File: src/rtl/team_06_i2s_pkg.sv
// rtl/team_06_i2s_pkg.sv - shared constants and channel type for the team_06 I2S blocks
package team_06_i2s_pkg;

  localparam int I2S_DATA_W  = 8;
  localparam int I2S_SLOT_W  = 16;
  localparam int I2S_CLK_DIV = 4;

  typedef enum logic {I2S_LEFT = 1'b0, I2S_RIGHT = 1'b1} i2s_ch_e;

endpackage

File: src/rtl/team_06_i2s_clkgen.sv
// rtl/team_06_i2s_clkgen.sv - I2S master timing: bclk divider, slot bit counter, ws and rise strobe
module team_06_i2s_clkgen
  import team_06_i2s_pkg::*;
#(
  parameter int SLOT_W  = I2S_SLOT_W,
  parameter int CLK_DIV = I2S_CLK_DIV,
  localparam int DIV_W  = $clog2(CLK_DIV),
  localparam int BIT_W  = $clog2(2 * SLOT_W)
) (
  input  logic             clk,
  input  logic             rst,
  input  logic             en,
  output logic             bclk,
  output logic             ws,
  output logic [BIT_W-1:0] bit_cnt,
  output logic             rise
);

  localparam logic [DIV_W-1:0] DIV_LAST = DIV_W'(CLK_DIV - 1);
  localparam logic [BIT_W-1:0] BIT_LAST = BIT_W'(2 * SLOT_W - 1);
  localparam logic [BIT_W-1:0] SLOT_L   = BIT_W'(SLOT_W);

  logic [DIV_W-1:0] div_cnt_q, div_cnt_d;
  logic [BIT_W-1:0] bit_cnt_q, bit_cnt_d;
  logic             bclk_q, bclk_d;
  logic             ws_q, ws_d;
  logic             tick;

  always_comb begin
    div_cnt_d = div_cnt_q;
    bit_cnt_d = bit_cnt_q;
    bclk_d    = bclk_q;
    ws_d      = ws_q;
    tick      = en && (div_cnt_q == DIV_LAST);
    rise      = tick && !bclk_q;
    if (!en) begin
      div_cnt_d = '0;
      bit_cnt_d = '0;
      bclk_d    = 1'b0;
      ws_d      = 1'b0;
    end else if (tick) begin
      div_cnt_d = '0;
      bclk_d    = !bclk_q;
      if (bclk_q) begin
        // ws follows the post-increment count so it changes one bit ahead of the slot data
        bit_cnt_d = (bit_cnt_q == BIT_LAST) ? '0 : bit_cnt_q + BIT_W'(1);
        ws_d      = (bit_cnt_d >= SLOT_L);
      end
    end else begin
      div_cnt_d = div_cnt_q + DIV_W'(1);
    end
  end

  always_ff @(posedge clk or posedge rst) begin
    if (rst) begin
      div_cnt_q <= '0;
      bit_cnt_q <= '0;
      bclk_q    <= 1'b0;
      ws_q      <= 1'b0;
    end else begin
      div_cnt_q <= div_cnt_d;
      bit_cnt_q <= bit_cnt_d;
      bclk_q    <= bclk_d;
      ws_q      <= ws_d;
    end
  end

  assign bclk    = bclk_q;
  assign ws      = ws_q;
  assign bit_cnt = bit_cnt_q;

endmodule

File: src/rtl/team_06_i2s_rx.sv
// rtl/team_06_i2s_rx.sv - master-mode I2S receiver with valid/ready sample output
// Define I2S_RX_LEFT_ONLY_EN to capture only the left slot of each frame.
module team_06_i2s_rx
  import team_06_i2s_pkg::*;
#(
  parameter int DATA_W  = I2S_DATA_W,
  parameter int SLOT_W  = I2S_SLOT_W,
  parameter int CLK_DIV = I2S_CLK_DIV
) (
  input  logic              clk,
  input  logic              rst,
  input  logic              en,
  input  logic              serial_in,
  output logic              bclk,
  output logic              ws,
  output logic [DATA_W-1:0] parallel_out,
  output logic              sample_right,
  output logic              sample_valid,
  input  logic              sample_ready,
  output logic              overrun
);

  localparam int BIT_W = $clog2(2 * SLOT_W);
  localparam logic [BIT_W-1:0] BIT_LAST = BIT_W'(2 * SLOT_W - 1);
  localparam logic [BIT_W-1:0] SLOT_L   = BIT_W'(SLOT_W);
  localparam logic [BIT_W-1:0] DATA_L   = BIT_W'(DATA_W);
  localparam logic [BIT_W-1:0] LAST_K   = BIT_W'(DATA_W - 1);

  logic             rise;
  logic [BIT_W-1:0] bit_cnt;
  logic [BIT_W-1:0] pos;
  logic [BIT_W-1:0] k;
  i2s_ch_e          ch;
  logic             take;
  logic             complete;

  logic [DATA_W-1:0] shift_in;
  logic [DATA_W-1:0] shift_q, shift_d;
  logic [DATA_W-1:0] par_q, par_d;
  i2s_ch_e           right_q, right_d;
  logic              valid_q, valid_d;
  logic              ovr_q, ovr_d;

  team_06_i2s_clkgen #(
    .SLOT_W  (SLOT_W),
    .CLK_DIV (CLK_DIV)
  ) u_clkgen (
    .clk     (clk),
    .rst     (rst),
    .en      (en),
    .bclk    (bclk),
    .ws      (ws),
    .bit_cnt (bit_cnt),
    .rise    (rise)
  );

  always_comb begin
    // The ADC lags ws by one bclk, so the bit on the wire belongs to the previous count
    pos      = (bit_cnt == '0) ? BIT_LAST : bit_cnt - BIT_W'(1);
    ch       = (pos >= SLOT_L) ? I2S_RIGHT : I2S_LEFT;
    k        = (ch == I2S_RIGHT) ? pos - SLOT_L : pos;
`ifdef I2S_RX_LEFT_ONLY_EN
    take     = rise && (k < DATA_L) && (ch == I2S_LEFT);
`else
    take     = rise && (k < DATA_L);
`endif
    complete = take && (k == LAST_K);
    shift_in = {shift_q[DATA_W-2:0], serial_in};

    shift_d  = shift_q;
    par_d    = par_q;
    right_d  = right_q;
    valid_d  = valid_q;
    ovr_d    = ovr_q;

    if (!en) begin
      shift_d = '0;
      ovr_d   = 1'b0;
    end else if (take) begin
      shift_d = shift_in;
    end

    if (complete) begin
      par_d   = shift_in;
      right_d = ch;
      valid_d = 1'b1;
      if (valid_q && !sample_ready) begin
        ovr_d = 1'b1;
      end
    end else if (valid_q && sample_ready) begin
      valid_d = 1'b0;
    end
  end

  always_ff @(posedge clk or posedge rst) begin
    if (rst) begin
      shift_q <= '0;
      par_q   <= '0;
      right_q <= I2S_LEFT;
      valid_q <= 1'b0;
      ovr_q   <= 1'b0;
    end else begin
      shift_q <= shift_d;
      par_q   <= par_d;
      right_q <= right_d;
      valid_q <= valid_d;
      ovr_q   <= ovr_d;
    end
  end

  assign parallel_out = par_q;
  assign sample_right = right_q;
  assign sample_valid = valid_q;
  assign overrun      = ovr_q;

endmodule

File: config.mk
export PLATFORM = sky130hd
export DESIGN_NAME = team_06_i2s_rx
export DESIGN_NICKNAME = d
export VERILOG_FILES = /design/src/rtl/team_06_i2s_pkg.sv /design/src/rtl/team_06_i2s_clkgen.sv /design/src/rtl/team_06_i2s_rx.sv
export SDC_FILE = /design/constraint.sdc
export NUM_CORES = 1
export LEC_CHECK = 0
export BUFFER_PORTS_ARGS = -buffer_cell sky130_fd_sc_hd__buf_4
export CORE_ASPECT_RATIO = 1.5
export CORE_MARGIN = 2
export CORE_UTILIZATION = 50
export DETAILED_ROUTE_END_ITERATION = 10
export GPL_TIMING_DRIVEN = 0
export HOLD_SLACK_MARGIN = 0.03
export PLACE_DENSITY = 0.72
export SLEW_MARGIN = 15
export SYNTH_ARGS = -nofsm -noshare
export SYNTH_HDL_FRONTEND = slang
export SYNTH_HIERARCHICAL = 1
export SYNTH_SLANG_ARGS = --single-unit
export TNS_END_PERCENT = 10
File: constraint.sdc
create_clock -name clk -period 5.74 [get_ports clk]
set_input_delay 1.148 -clock clk [delete_from_list [all_inputs] [get_ports clk]]
set_output_delay 1.148 -clock clk [all_outputs]
set_load 0.05 [all_outputs]
# --- Yosys cells after proc, flatten, opt, wreduce, memory -nomap -nowiden ---
# Index checks and enable logic that the tools add are counted.
word_totals:
  ff_bits: 27
  inputBits: 5
  out_inout_bits: 13
  wordCells: 54
classes:
  n_addsub: 4
  order_cmp: 3
  eq_ne: 6
  n_mux: 21
  n_reduce_logical: 11
op_table:
  columns: ["cell", "count"]
  rows:
  - ["5-bit two-way mux", 6]
  - ["7-bit two-way mux", 2]
  - ["1-bit two-way mux", 11]
  - ["5-bit greater-or-equal comparator, second input constant", 2]
  - ["1-bit logical AND", 6]
  - ["2-bit by 1-bit inequality test with 1-bit output, second input constant", 3]
  - ["5-bit by 1-bit adder with 5-bit output, second input constant", 1]
  - ["5-bit by 3-bit == test with 1-bit output, second input constant", 1]
  - ["5-bit == test, second input constant", 1]
  - ["5-bit logical NOT", 1]
  - ["5-bit by 4-bit less-than comparator with 1-bit output, second input constant", 1]
  - ["5-bit by 1-bit subtractor with 5-bit output, second input constant", 1]
  - ["5-bit subtractor, second input constant", 1]
  - ["2-bit two-way mux", 2]
  - ["2-bit by 1-bit adder with 2-bit output, second input constant", 1]
  - ["2-bit == test, second input constant", 1]
  - ["1-bit logical NOT", 2]
  - ["2-bit AND reduction", 1]
  - ["2-bit nonzero test", 1]

# --- Longest topological paths before layout ---
# Gate-level depths: netlist of run 1.
depth:
  ltp_word: 9
  ltp_mapped: 7
  depth_no_buf: 6

# --- Modules after synthesis ---
# Netlist of run 1, hierarchy kept.
modules_own_cells:
  columns: ["module", "instances", "cells_each", "area_per_inst_um2", "seq_area_each_um2"]
  rows:
  - ["team_06_i2s_rx", 1, 62, 820.8, 450.4]
  - ["team_06_i2s_clkgen", 1, 39, 407.9, 200.2]

# --- Worst setup path before layout of run 1 ---
# OpenSTA, ideal clock, no wires.
synth_path:
  path_kind: "in2reg"
  startpoint: "input port en"
  endpoint: "register par_q[0] (netlist: parallel_out[0])"
  setup_ns: 0.125
  arrival_ns: 2.037
  t_required_ns: 5.615
  setup_slack_ns: 3.578
  cell_stages: 5
  n_path_buf: 1
  cell_sequence: "nand2_1 nor2_1 and4_4 buf_6 mux2_4"
synth_between:
  elab_chain_len: 4
synth_rtl:
  columns: ["item", "line", "rtl"]
  rows:
  - ["start, declared", "team_06_i2s_rx.sv:12", "input logic en,"]
  - ["1-bit logical AND", "team_06_i2s_clkgen.sv:34", "tick = en && (div_cnt_q == DIV_LAST);"]
  - ["1-bit logical AND", "team_06_i2s_clkgen.sv:35", "rise = tick && !bclk_q;"]
  - ["named net rise", "team_06_i2s_rx.sv:29", "logic rise;"]
  - ["1-bit logical AND", "team_06_i2s_rx.sv:65", "take = rise && (k < DATA_L);"]
  - ["1-bit logical AND", "team_06_i2s_rx.sv:67", "complete = take && (k == LAST_K);"]
  - ["end signal, assigned", "team_06_i2s_rx.sv:104", "par_q <= par_d;"]
  - ["end, declared", "team_06_i2s_rx.sv:39", "logic [DATA_W-1:0] par_q, par_d;"]
# The timed path passes the listed nets, and every way through them passes these cells.
# A chain may end at the register's enable or synchronous reset.

# --- Final worst setup path of run 1 ---
layout_path:
  startpoint: "register u_clkgen.bclk_q (netlist: u_clkgen/bclk)"
  endpoint: "output port bclk"
layout_rtl:
  columns: ["item", "line", "rtl"]
  rows:
  - ["start, declared", "team_06_i2s_clkgen.sv:25", "logic bclk_q, bclk_d;"]
  - ["start signal, assigned", "team_06_i2s_clkgen.sv:63", "bclk_q <= bclk_d;"]
  - ["end, declared", "team_06_i2s_rx.sv:14", "output logic bclk,"]
# No word-level cell between the ends.

==> flow_metrics.py, run 1 <==
metrics = {
    "flow_run": {
        "maxCapViolations": 0,
    },
    "critical_path": {
        "cpMaxStageDelayCell": "dfrtp_1",
        "crit_chain": "buf_4",
        "worstReg2RegStart": "u_clkgen/bit_cnt[0]",
        "critPathTopFamily": "flip-flops",
        "worstPathArrival_ns": 1.04,
        "cpPeakStageDelay_ns": 0.48,
        "startpoint": "u_clkgen/bclk",
        "crit_path_max_fanout": 6,
        "r2r_end": "parallel_out[7]",
        "required_ns": 4.59,
        "ff2ff_path_depth": 7,
        "cp_num_buf_inv": 1,
        "start_kind": "register",
        "cp-end-kind": "output port",
        "critical_path_class": "register to output port",
        "rrSetupSlack_ns": 3.69,
    },
    "yosys": {
        "synth_edf_count": 0,
        "synth_ff_type": "dfrtp_1",
        "ys_seq_elements": 26,
        "synthMuxAreaShare_pct": 16.0,
        "synth_adder_area_share_pct": 4.07,
        "async_flop_share_pct": 100,
        "seq_area_frac_synth_pct": 53.0,
        "synthesis.area_mm2": 0.00123,
        "yosysWarnings": 6,
        "yosysTopAreaCellShare_pct": 53.0,
        "synth_area_leaders": "dfrtp_1 (53%), mux2_4 (8.6%), mux2i_1 (6.5%), ha_1 (4.1%), nand2_1 (3.4%)",
        "synthXorXnorAreaFrac_pct": 2.14,
        "synth_top_family_by_area": "multiplexers",
        "yosysTopAreaCell": "dfrtp_1",
        "synthSimpleGateAreaFrac_pct": 15.1,
        "syn_area_per_cell_um2": 12.2,
        "synth_cell_types": 33,
        "syn_inst": 101,
        "synth.net_count": 110,
        "synth_compound_gate_area_share_pct": 6.11,
    },
    "timing": {
        "fmax_ghz": 0.457,
        "setup-tns-final_ns": 0,
        "post-route-min-period_ns": 2.19,
        "rsz0062_at_grt": "no",
        "finalSetupViolCount": 0,
        "whs_ns": 0.449,
        "final.setup.worst_slack_ns": 3.55,
        "finClkSkew_ns": 0.0107,
        "slew-limit-headroom_pct": 55.2,
        "hold_violations": 0,
        "report.final.slew_viol_count": 0,
        "period_share_pct": 38.1,
        "tightest_slew_ns": 0.671,
    },
    "power_and_ir_drop": {
        "leakage_nw": 0.763,
        "swShare_pct": 20.6,
        "p_int_mw": 0.262,
        "p_seq_share_pct": 56.7,
        "totalPowerFinal_mw": 0.330,
        "netSwitchingPower_mw": 0.0680,
        "combPwrFrac_pct": 5.2,
        "pwr-share-clk_pct": 38.0,
        "irDropWorstVdd_mv": 0.177,
        "powerDensity_mw_per_mm2": 230,
    },
    "detailed_routing": {
        "num_vias": 810,
        "drt_first_pass_iters": 4,
        "antenna_left": 0,
        "drt_wl_total_um": 2090,
        "wl_per_cell_um": 14.3,
        "drt_iter0_drc": 27,
        "viasPerCell": 5.55,
        "remaining_drc_errors": 0,
    },
    "worst_hold_path": {
        "holdPathStages": 1,
        "hold_path_class": "register to register",
        "hold_end": "u_clkgen/div_cnt_q[0]",
        "hp-start": "u_clkgen/div_cnt_q[0]",
    },
    "cells_and_area": {
        "utilization_pct": 60.1,
        "mostFrequentLayoutCell": "dfrtp_1",
        "n_antenna_cell": 0,
        "drive_gt1_share_pct": 29.5,
        "syn_to_final_growth_pct": 17.1,
        "nNetsFinal": 132,
        "final_cell_mix": "dfrtp_1 (26), buf_4 (18), nand2_1 (11)",
    },
    "clocking": {
        "clockBufferDepth": 2,
        "cts_root_buf": "clkbuf_4",
        "cts_buffers": 3,
        "cts.clk_slew.worst_paths_ns": 0.15,
        "ctsHoldBuffers": 0,
        "clock_latency_ns": 0.33,
        "htreeDepth": 1,
        "cts_tree": "built",
        "cts-resized-gates": 0,
        "post_cts_buffers": 0,
        "cts_sinks": 26,
    },
    "die": {
        "pin_count": 18,
        "row_count": 22,
        "die_h_um": 64.7,
        "start_util_pct": 51.3,
        "coreArea_mm2": 0.00239,
        "die_w_um": 44.5,
        "die_area_mm2": 0.00288,
    },
    "grt": {
        "grt_usage_pct": 16.4,
        "grt.overflow.total": 0,
        "grt_pass1_vias": 889,
        "antenna_found_initial": 0,
        "grt_pass1_wl_um": 3570,
        "grt_max_degree": 19,
    },
    "placement": {
        "io_buffers": 17,
        "hpwlAfterDp_um": 1560,
        "place_ws_ns": 3.31,
        "place_congestion": 0.752,
    },
    "status": {
        "status": "finished, final reports clean",
    },
}
## registers in the layout, summed over array words and instances, names as in the netlist
name                cells
overrun                 1
u_clkgen/div_cnt_q      2
u_clkgen/bit_cnt        5
parallel_out            8
sample_right            1
u_clkgen/bclk           1
shift_q                 7
sample_valid            1
## metrics by stage
step | std cells | area [um^2]
floorplan | 101 | 1230
global placement | 142 | 1390
detailed placement | 142 | 1390
CTS | 146 | 1440
global route | 146 | 1440
finish | 146 | 1440
## cell usage after synthesis, types with 2 or more instances
| cell type | instances |
|---|---|
| a21boi_1 | 2 |
| dfrtp_1 | 26 |
| xnor2_1 | 2 |
| and2_1 | 2 |
| nor2_1 | 3 |
| mux2_4 | 7 |
| inv_1 | 6 |
| a21boi_0 | 2 |
| nand3_1 | 4 |
| o21ai_0 | 3 |
| nor3_1 | 2 |
| nand2_1 | 11 |
| mux2i_1 | 8 |
| ha_1 | 4 |
## cell families (layout without fill, tap and decap cells)
family	after synthesis	count (layout)
fa+ha+maj	4	4
xor+xnor	3	3
compound gates	11	11
simple gates	32	32
buf+inv	9	30
mux	16	16
flops	26	26
## worst max path at each step
stage                      endpoint  slack, ns  cells after the start
floorplan           parallel_out[0]       3.58                      5
global placement    parallel_out[0]       3.32                      6
detailed placement  parallel_out[3]       3.31                      6
CTS                            bclk       3.54                      1
global route                   bclk       3.51                      1
finish                         bclk       3.55                      1
## power groups by stage
stage	clock network [mW]	registers [mW]	logic [mW]
finish	0.126	0.187	0.0172
global placement	0	0.191	0.0172
floorplan	0	0.193	0.00913
detailed placement	0	0.191	0.0176
global route	0.136	0.188	0.0199
CTS	0.128	0.187	0.0177
## cell type report
cell class,instances,area (um^2)
plain buffers,3,22.5
clock buffers,3,22.5
clock inverters,1,30.0
fillers,199,956
inverters,6,22.5
multi-input cells,66,533
flip-flops and latches,26,651
well taps,24,30.0
repair buffers,17,128
## metal layers
metal / vias up / wire, um / global-route usage, %
met5: - / 0 / 0
met4: 0 / 48 / 7.95
met3: 5 / 56 / 1.67
met2: 13 / 1130 / 30.4
met1: 402 / 854 / 17.5
li1: 390 / - / -
Power figures use the tool's default switching activity.
==> run 2: changes to the inputs <==
Settings changed: CORE_UTILIZATION 50 to 49, PLACE_DENSITY 0.72 to 0.74.
Clock period 5.74 ns to 1.9 ns, I/O delays scaled along.
==> run 2 against run 1 <==
Against the previous run: setup slack worse by 3.5 ns; via count is 1.5% higher; clock skew is 0.0065 ns lower; critical path type is now register to register; non-clock buffer count is 3 higher; sequential share of layout area is 0.79 points lower.
==> flow_metrics.py, run 2 (synthesis results as in run 1) <==
metrics = {
    "clocking": {
        "cts.clk_slew.worst_paths_ns": 0.13,
        "cts_sinks": 26,
        "cts_tree": "built",
        "cts_root_buf": "clkbuf_4",
        "clock_latency_ns": 0.32,
        "htreeDepth": 1,
        "clockBufferDepth": 2,
        "cts_buffers": 3,
    },
    "critical_path": {
        "critical_path_class": "register to register",
        "start_kind": "register",
        "worstPathArrival_ns": 2.10,
        "crit_path_max_fanout": 10,
        "crit_chain": "inv_1 > ha_2 > nand2b_4 > or3_4 > and4_4 > buf_6 > mux2_4",
        "cpPeakStageDelay_ns": 0.46,
        "critPathTopFamily": "simple AND/OR/NAND/NOR gates",
        "required_ns": 2.12,
        "cp_num_buf_inv": 2,
        "cp-end-kind": "register",
        "cpMaxStageDelayCell": "dfrtp_2",
    },
    "cells_and_area": {
        "syn_to_final_growth_pct": 19.7,
        "largest_reg_flops": 8,
        "design_area_mm2": 0.00147,
        "mostFrequentLayoutCell": "dfrtp_1",
        "stdcell_count": 149,
        "n_antenna_cell": 0,
        "drive_gt1_share_pct": 36.8,
        "final_cell_mix": "dfrtp_1 (24), buf_4 (20), nand2_1 (11)",
        "nNetsFinal": 135,
    },
    "detailed_routing": {
        "remaining_drc_errors": 0,
        "drt_iter0_drc": 22,
        "drt_first_pass_iters": 4,
        "wl_met2_um": 1150,
        "num_vias": 822,
        "viasPerCell": 5.52,
        "antenna_left": 0,
        "dr_wl_met3_um": 63,
        "drt_wl_total_um": 2120,
        "drt-met1-wl_um": 861,
        "routed.top_layer": "met4",
        "wl_per_cell_um": 14.2,
    },
    "placement": {
        "hpwlAfterDp_um": 1540,
        "dpl-instance-area_mm2": 0.00139,
        "io_buffers": 17,
        "dp_cells": 142,
        "place_congestion": 0.713,
    },
    "power_and_ir_drop": {
        "leakage_nw": 0.763,
        "irDropWorstVdd_mv": 0.351,
        "totalPowerFinal_mw": 0.893,
        "powerDensity_mw_per_mm2": 607,
    },
    "grt": {
        "grt_pass1_vias": 822,
        "grt_max_degree": 19,
        "grt_usage_pct": 15.8,
        "antenna_found_initial": 0,
        "grt_pass1_wl_um": 3460,
        "grt.overflow.total": 0,
    },
    "die": {
        "row_count": 22,
        "die_h_um": 65.3,
        "die_area_mm2": 0.00293,
        "die_w_um": 44.9,
        "start_util_pct": 50.7,
        "pin_count": 18,
        "coreArea_mm2": 0.00242,
    },
    "worst_hold_path": {
        "hold_path_class": "input pin to register",
    },
    "timing": {
        "hold_violations": 0,
        "tightest_slew_ns": 0.671,
        "slew-limit-headroom_pct": 55.2,
        "fmax_ghz": 0.532,
        "finClkSkew_ns": 0.00414,
        "rsz0062_at_grt": "yes",
        "period_share_pct": 98.9,
        "post-route-min-period_ns": 1.88,
        "finalSetupViolCount": 0,
        "report.final.slew_viol_count": 0,
    },
    "status": {
        "status": "finished, final reports clean",
    },
    "flow_run": {
        "maxCapViolations": 0,
    },
}
-- run 2: final timing paths --
check / startpoint / to / slack [ns] / depth (start not counted)
max in group asynchronous: rst / parallel_out[6] / 0.77 / 3
setup / recovery: u_clkgen/bit_cnt[0] / parallel_out[5] / 0.02 / 7
setup reg to reg: u_clkgen/bit_cnt[0] / parallel_out[5] / 0.02 / 7
hold / removal: serial_in / shift_q[0] / 0.30 / 3
min in group asynchronous: rst / u_clkgen/div_cnt_q[1] / 0.55 / 3
hold reg to reg: u_clkgen/div_cnt_q[0] / u_clkgen/div_cnt_q[0] / 0.45 / 1
-- run 2: area by class of cell --
| cell class | count | area [um^2] |
|---|---|---|
| buffer | 3 | 22.5 |
| clock buffer | 4 | 36.3 |
| fill | 205 | 952 |
| inverter | 6 | 22.5 |
| multi-input combinational | 66 | 553 |
| sequential | 26 | 653 |
| tap | 24 | 30.0 |
| timing repair buffer | 20 | 153 |
-- run 2: metal layers --
metal / track usage (%) / vias to the layer above
met5: 0 / -
met4: 6.62 / 0
met3: 1.65 / 4
met2: 29.9 / 17
met1: 16.8 / 402
li1: - / 399
-- run 2: worst register-to-register path, delay by kind of cell, from the launching register on --
| family | cells | cell delay, ns |
|---|---|---|
| and+or+nand+nor | 3 | 0.58 |
| buffers and inverters | 2 | 0.23 |
| DFF | 1 | 0.46 |
| muxes | 1 | 0.30 |
| adders and majority gates | 1 | 0.21 |
-- run 2: timing repair --
action | in CTS | in global routing
endpoints found under the hold margin | 8 | 0
buffers inserted | 2 | 0
hold buffers | 1 | 0
gates resized for setup | 3 | 4
endpoints found under the setup margin | 9 | 9
-- run 2: power by group --
part	switching, mW	internal (mW)	leakage (nW)
clock network	0.154	0.117	0.0210
registers	0.00580	0.560	0.352
logic	0.0338	0.0212	0.389
total	0.194	0.699	0.763
-- run 2: through the flow --
step                TNS (ns)  util, %  hold slack [ns]  setup WS, ns
CTS                        0     60.2            0.295       0.00312
global route          -0.160     60.7            0.287       -0.0247
detailed placement    -0.866     57.3            0.351        -0.128
global placement      -0.453     57.3            0.350       -0.0699
floorplan                  0        -            0.196        0.0570
finish                     0     60.7            0.297        0.0202
==> run 3: changes to the inputs <==
Settings changed: CORE_UTILIZATION 49 to 50, PLACE_DENSITY 0.74 to 0.72.
Clock period 1.9 ns to 2.1 ns, I/O delays scaled along.
==> run 3 against run 2 <==
Against the previous run: combinational power is 10% lower; worst hold slack gained 0.032 ns; via count decreased by 0.97%; maximum frequency is 4.1% lower; sequential share of layout area shrank 0.085 points; clock power increased by 25%; setup slack gained 0.12 ns; non-clock buffer count is 1 lower; cell count shrank 0.67%; core utilization grew 0.70 points; die area down 1.8%; sequential power decreased by 9.5%; critical path type unchanged; critical endpoint is now u_clkgen/bit_cnt[2].
==> flow_metrics.py, run 3 (synthesis results as in run 1) <==
metrics = {
    "cells_and_area": {
        "nNetsFinal": 134,
        "design_area_mm2": 0.00147,
        "n_antenna_cell": 0,
        "utilization_pct": 61.4,
        "fillCellCount": 196,
        "mostFrequentLayoutCell": "dfrtp_1",
        "syn_to_final_growth_pct": 19.7,
        "final_cell_mix": "dfrtp_1 (25), buf_4 (18), nand2_1 (11)",
        "stdcell_count": 148,
        "drive_gt1_share_pct": 30.6,
        "largest_reg_flops": 8,
    },
    "timing": {
        "finalSetupViolCount": 0,
        "setup-tns-final_ns": 0,
        "rsz0062_at_grt": "no",
        "report.final.slew_viol_count": 0,
        "finClkSkew_ns": 0.0125,
        "slew-limit-headroom_pct": 55.1,
        "post-route-min-period_ns": 1.96,
        "hold_violations": 0,
        "fmax_ghz": 0.510,
        "tightest_slew_ns": 0.673,
        "period_share_pct": 93.4,
    },
    "grt": {
        "grt_usage_pct": 16.4,
        "grt_pass1_wl_um": 3570,
        "grt.overflow.total": 0,
        "grt_max_degree": 19,
        "antenna_found_initial": 0,
        "grt_pass1_vias": 889,
    },
    "die": {
        "die_h_um": 64.7,
        "coreArea_mm2": 0.00239,
        "die_w_um": 44.5,
        "row_count": 22,
        "start_util_pct": 51.3,
        "pin_count": 18,
        "die_area_mm2": 0.00288,
    },
    "clocking": {
        "htreeDepth": 1,
        "cts_sinks": 26,
        "cts_root_buf": "clkbuf_4",
        "cts_buffers": 3,
        "clockBufferDepth": 2,
        "clock_latency_ns": 0.32,
        "cts.clk_slew.worst_paths_ns": 0.15,
        "cts_tree": "built",
    },
    "placement": {
        "hpwlAfterDp_um": 1560,
        "place_congestion": 0.752,
        "dp_cells": 142,
        "dpl-instance-area_mm2": 0.00139,
        "io_buffers": 17,
    },
    "critical_path": {
        "crit_chain": "buf_12 > ha_1 > and3_1 > ha_1 > or4b_1 > a21boi_1",
        "cpMaxStageDelayCell": "or4b_1",
        "required_ns": 2.35,
        "cp-end-kind": "register",
        "crit_path_max_fanout": 7,
        "start_kind": "register",
        "cp_num_buf_inv": 1,
        "cp_common_cell": "ha_1",
        "critical_path_class": "register to register",
        "worstPathArrival_ns": 2.21,
        "cpPeakStageDelay_ns": 0.52,
        "critPathTopFamily": "simple AND/OR/NAND/NOR gates",
    },
    "power_and_ir_drop": {
        "pwr-share-clk_pct": 37.7,
        "totalPowerFinal_mw": 0.901,
        "p_seq_share_pct": 56.8,
        "irDropWorstVdd_mv": 0.485,
        "leakage_nw": 0.774,
        "powerDensity_mw_per_mm2": 613,
        "swShare_pct": 20.3,
        "netSwitchingPower_mw": 0.183,
        "combPwrFrac_pct": 5.5,
        "p_int_mw": 0.719,
    },
    "detailed_routing": {
        "wl_met2_um": 1170,
        "drt_iter0_drc": 22,
        "drt-met1-wl_um": 854,
        "drt_wl_total_um": 2100,
        "wl_per_cell_um": 14.2,
        "num_vias": 814,
        "antenna_left": 0,
        "routed.top_layer": "met4",
        "dr_wl_met3_um": 55,
        "drt_first_pass_iters": 4,
        "viasPerCell": 5.50,
        "remaining_drc_errors": 0,
    },
    "worst_hold_path": {
        "hold_path_class": "input pin to register",
    },
    "flow_run": {
        "maxCapViolations": 0,
    },
    "status": {
        "status": "finished, final reports clean",
    },
}
[run 3: worst register-to-register path: cells and delay by family (launching register included)]
kind                       cells  cell delay (ns)
adders and majority gates      2             0.45
AOI/OAI and AO/OA              1             0.16
and+or+nand+nor                2             0.71
buffers and inverters          1             0.14
DFF                            1             0.45
[run 3: what timing repair did]
item,4_1_cts,5_1_grt
setup endpoints to repair,0,7
endpoints found under the hold margin,3,0
resized for setup,0,1
hold buffers,1,0
setup buffers,0,1
[run 3: path summary, 6_finish.rpt]
path	start	to	slack [ns]	depth (start not counted)
max in group asynchronous	rst	parallel_out[6]	0.92	3
min in group asynchronous	rst	u_clkgen/div_cnt_q[1]	0.58	3
min reg2reg	u_clkgen/div_cnt_q[0]	u_clkgen/div_cnt_q[0]	0.45	1
max	u_clkgen/bit_cnt[0]	u_clkgen/bit_cnt[2]	0.14	6
max reg2reg	u_clkgen/bit_cnt[0]	u_clkgen/bit_cnt[2]	0.14	6
min	serial_in	parallel_out[0]	0.33	2
[run 3: power groups by stage]
stage | Combinational [mW] | Sequential [mW] | Clock [mW]
final | 0.0495 | 0.512 | 0.340
after global routing | 0.0570 | 0.513 | 0.371
after CTS | 0.0498 | 0.512 | 0.351
after detailed placement | 0.0481 | 0.522 | 0
after global placement | 0.0471 | 0.522 | 0
after floorplan | 0.0250 | 0.527 | 0
[run 3: layout make-up]
| cell class | instances | area, um^2 | area share (%) |
|---|---|---|---|
| multi-input cells | 66 | 533 | 36.3 |
| well taps | 24 | 30.0 | 2.04 |
| clock buffers | 3 | 22.5 | 1.53 |
| clock inverters | 1 | 30.0 | 2.04 |
| inverters | 6 | 22.5 | 1.53 |
| plain buffers | 3 | 22.5 | 1.53 |
| flip-flops and latches | 26 | 652 | 44.3 |
| repair buffers | 19 | 158 | 10.7 |
[run 3: through the flow]
stage / setup WS (ns) / hold slack [ns]
2_1_floorplan: 0.197 / 0.236
3_3_place_gp: 0.0952 / 0.394
3_5_place_dp: 0.0785 / 0.401
4_1_cts: 0.0353 / 0.315
5_1_grt: 0.0284 / 0.315
6_report: 0.139 / 0.329
[run 3: layer usage]
layer  track usage, %  vias up
li1                 -      395
met1             17.5      405
met2             30.4       12
met3             1.67        2
met4             7.95        0
met5                0        -
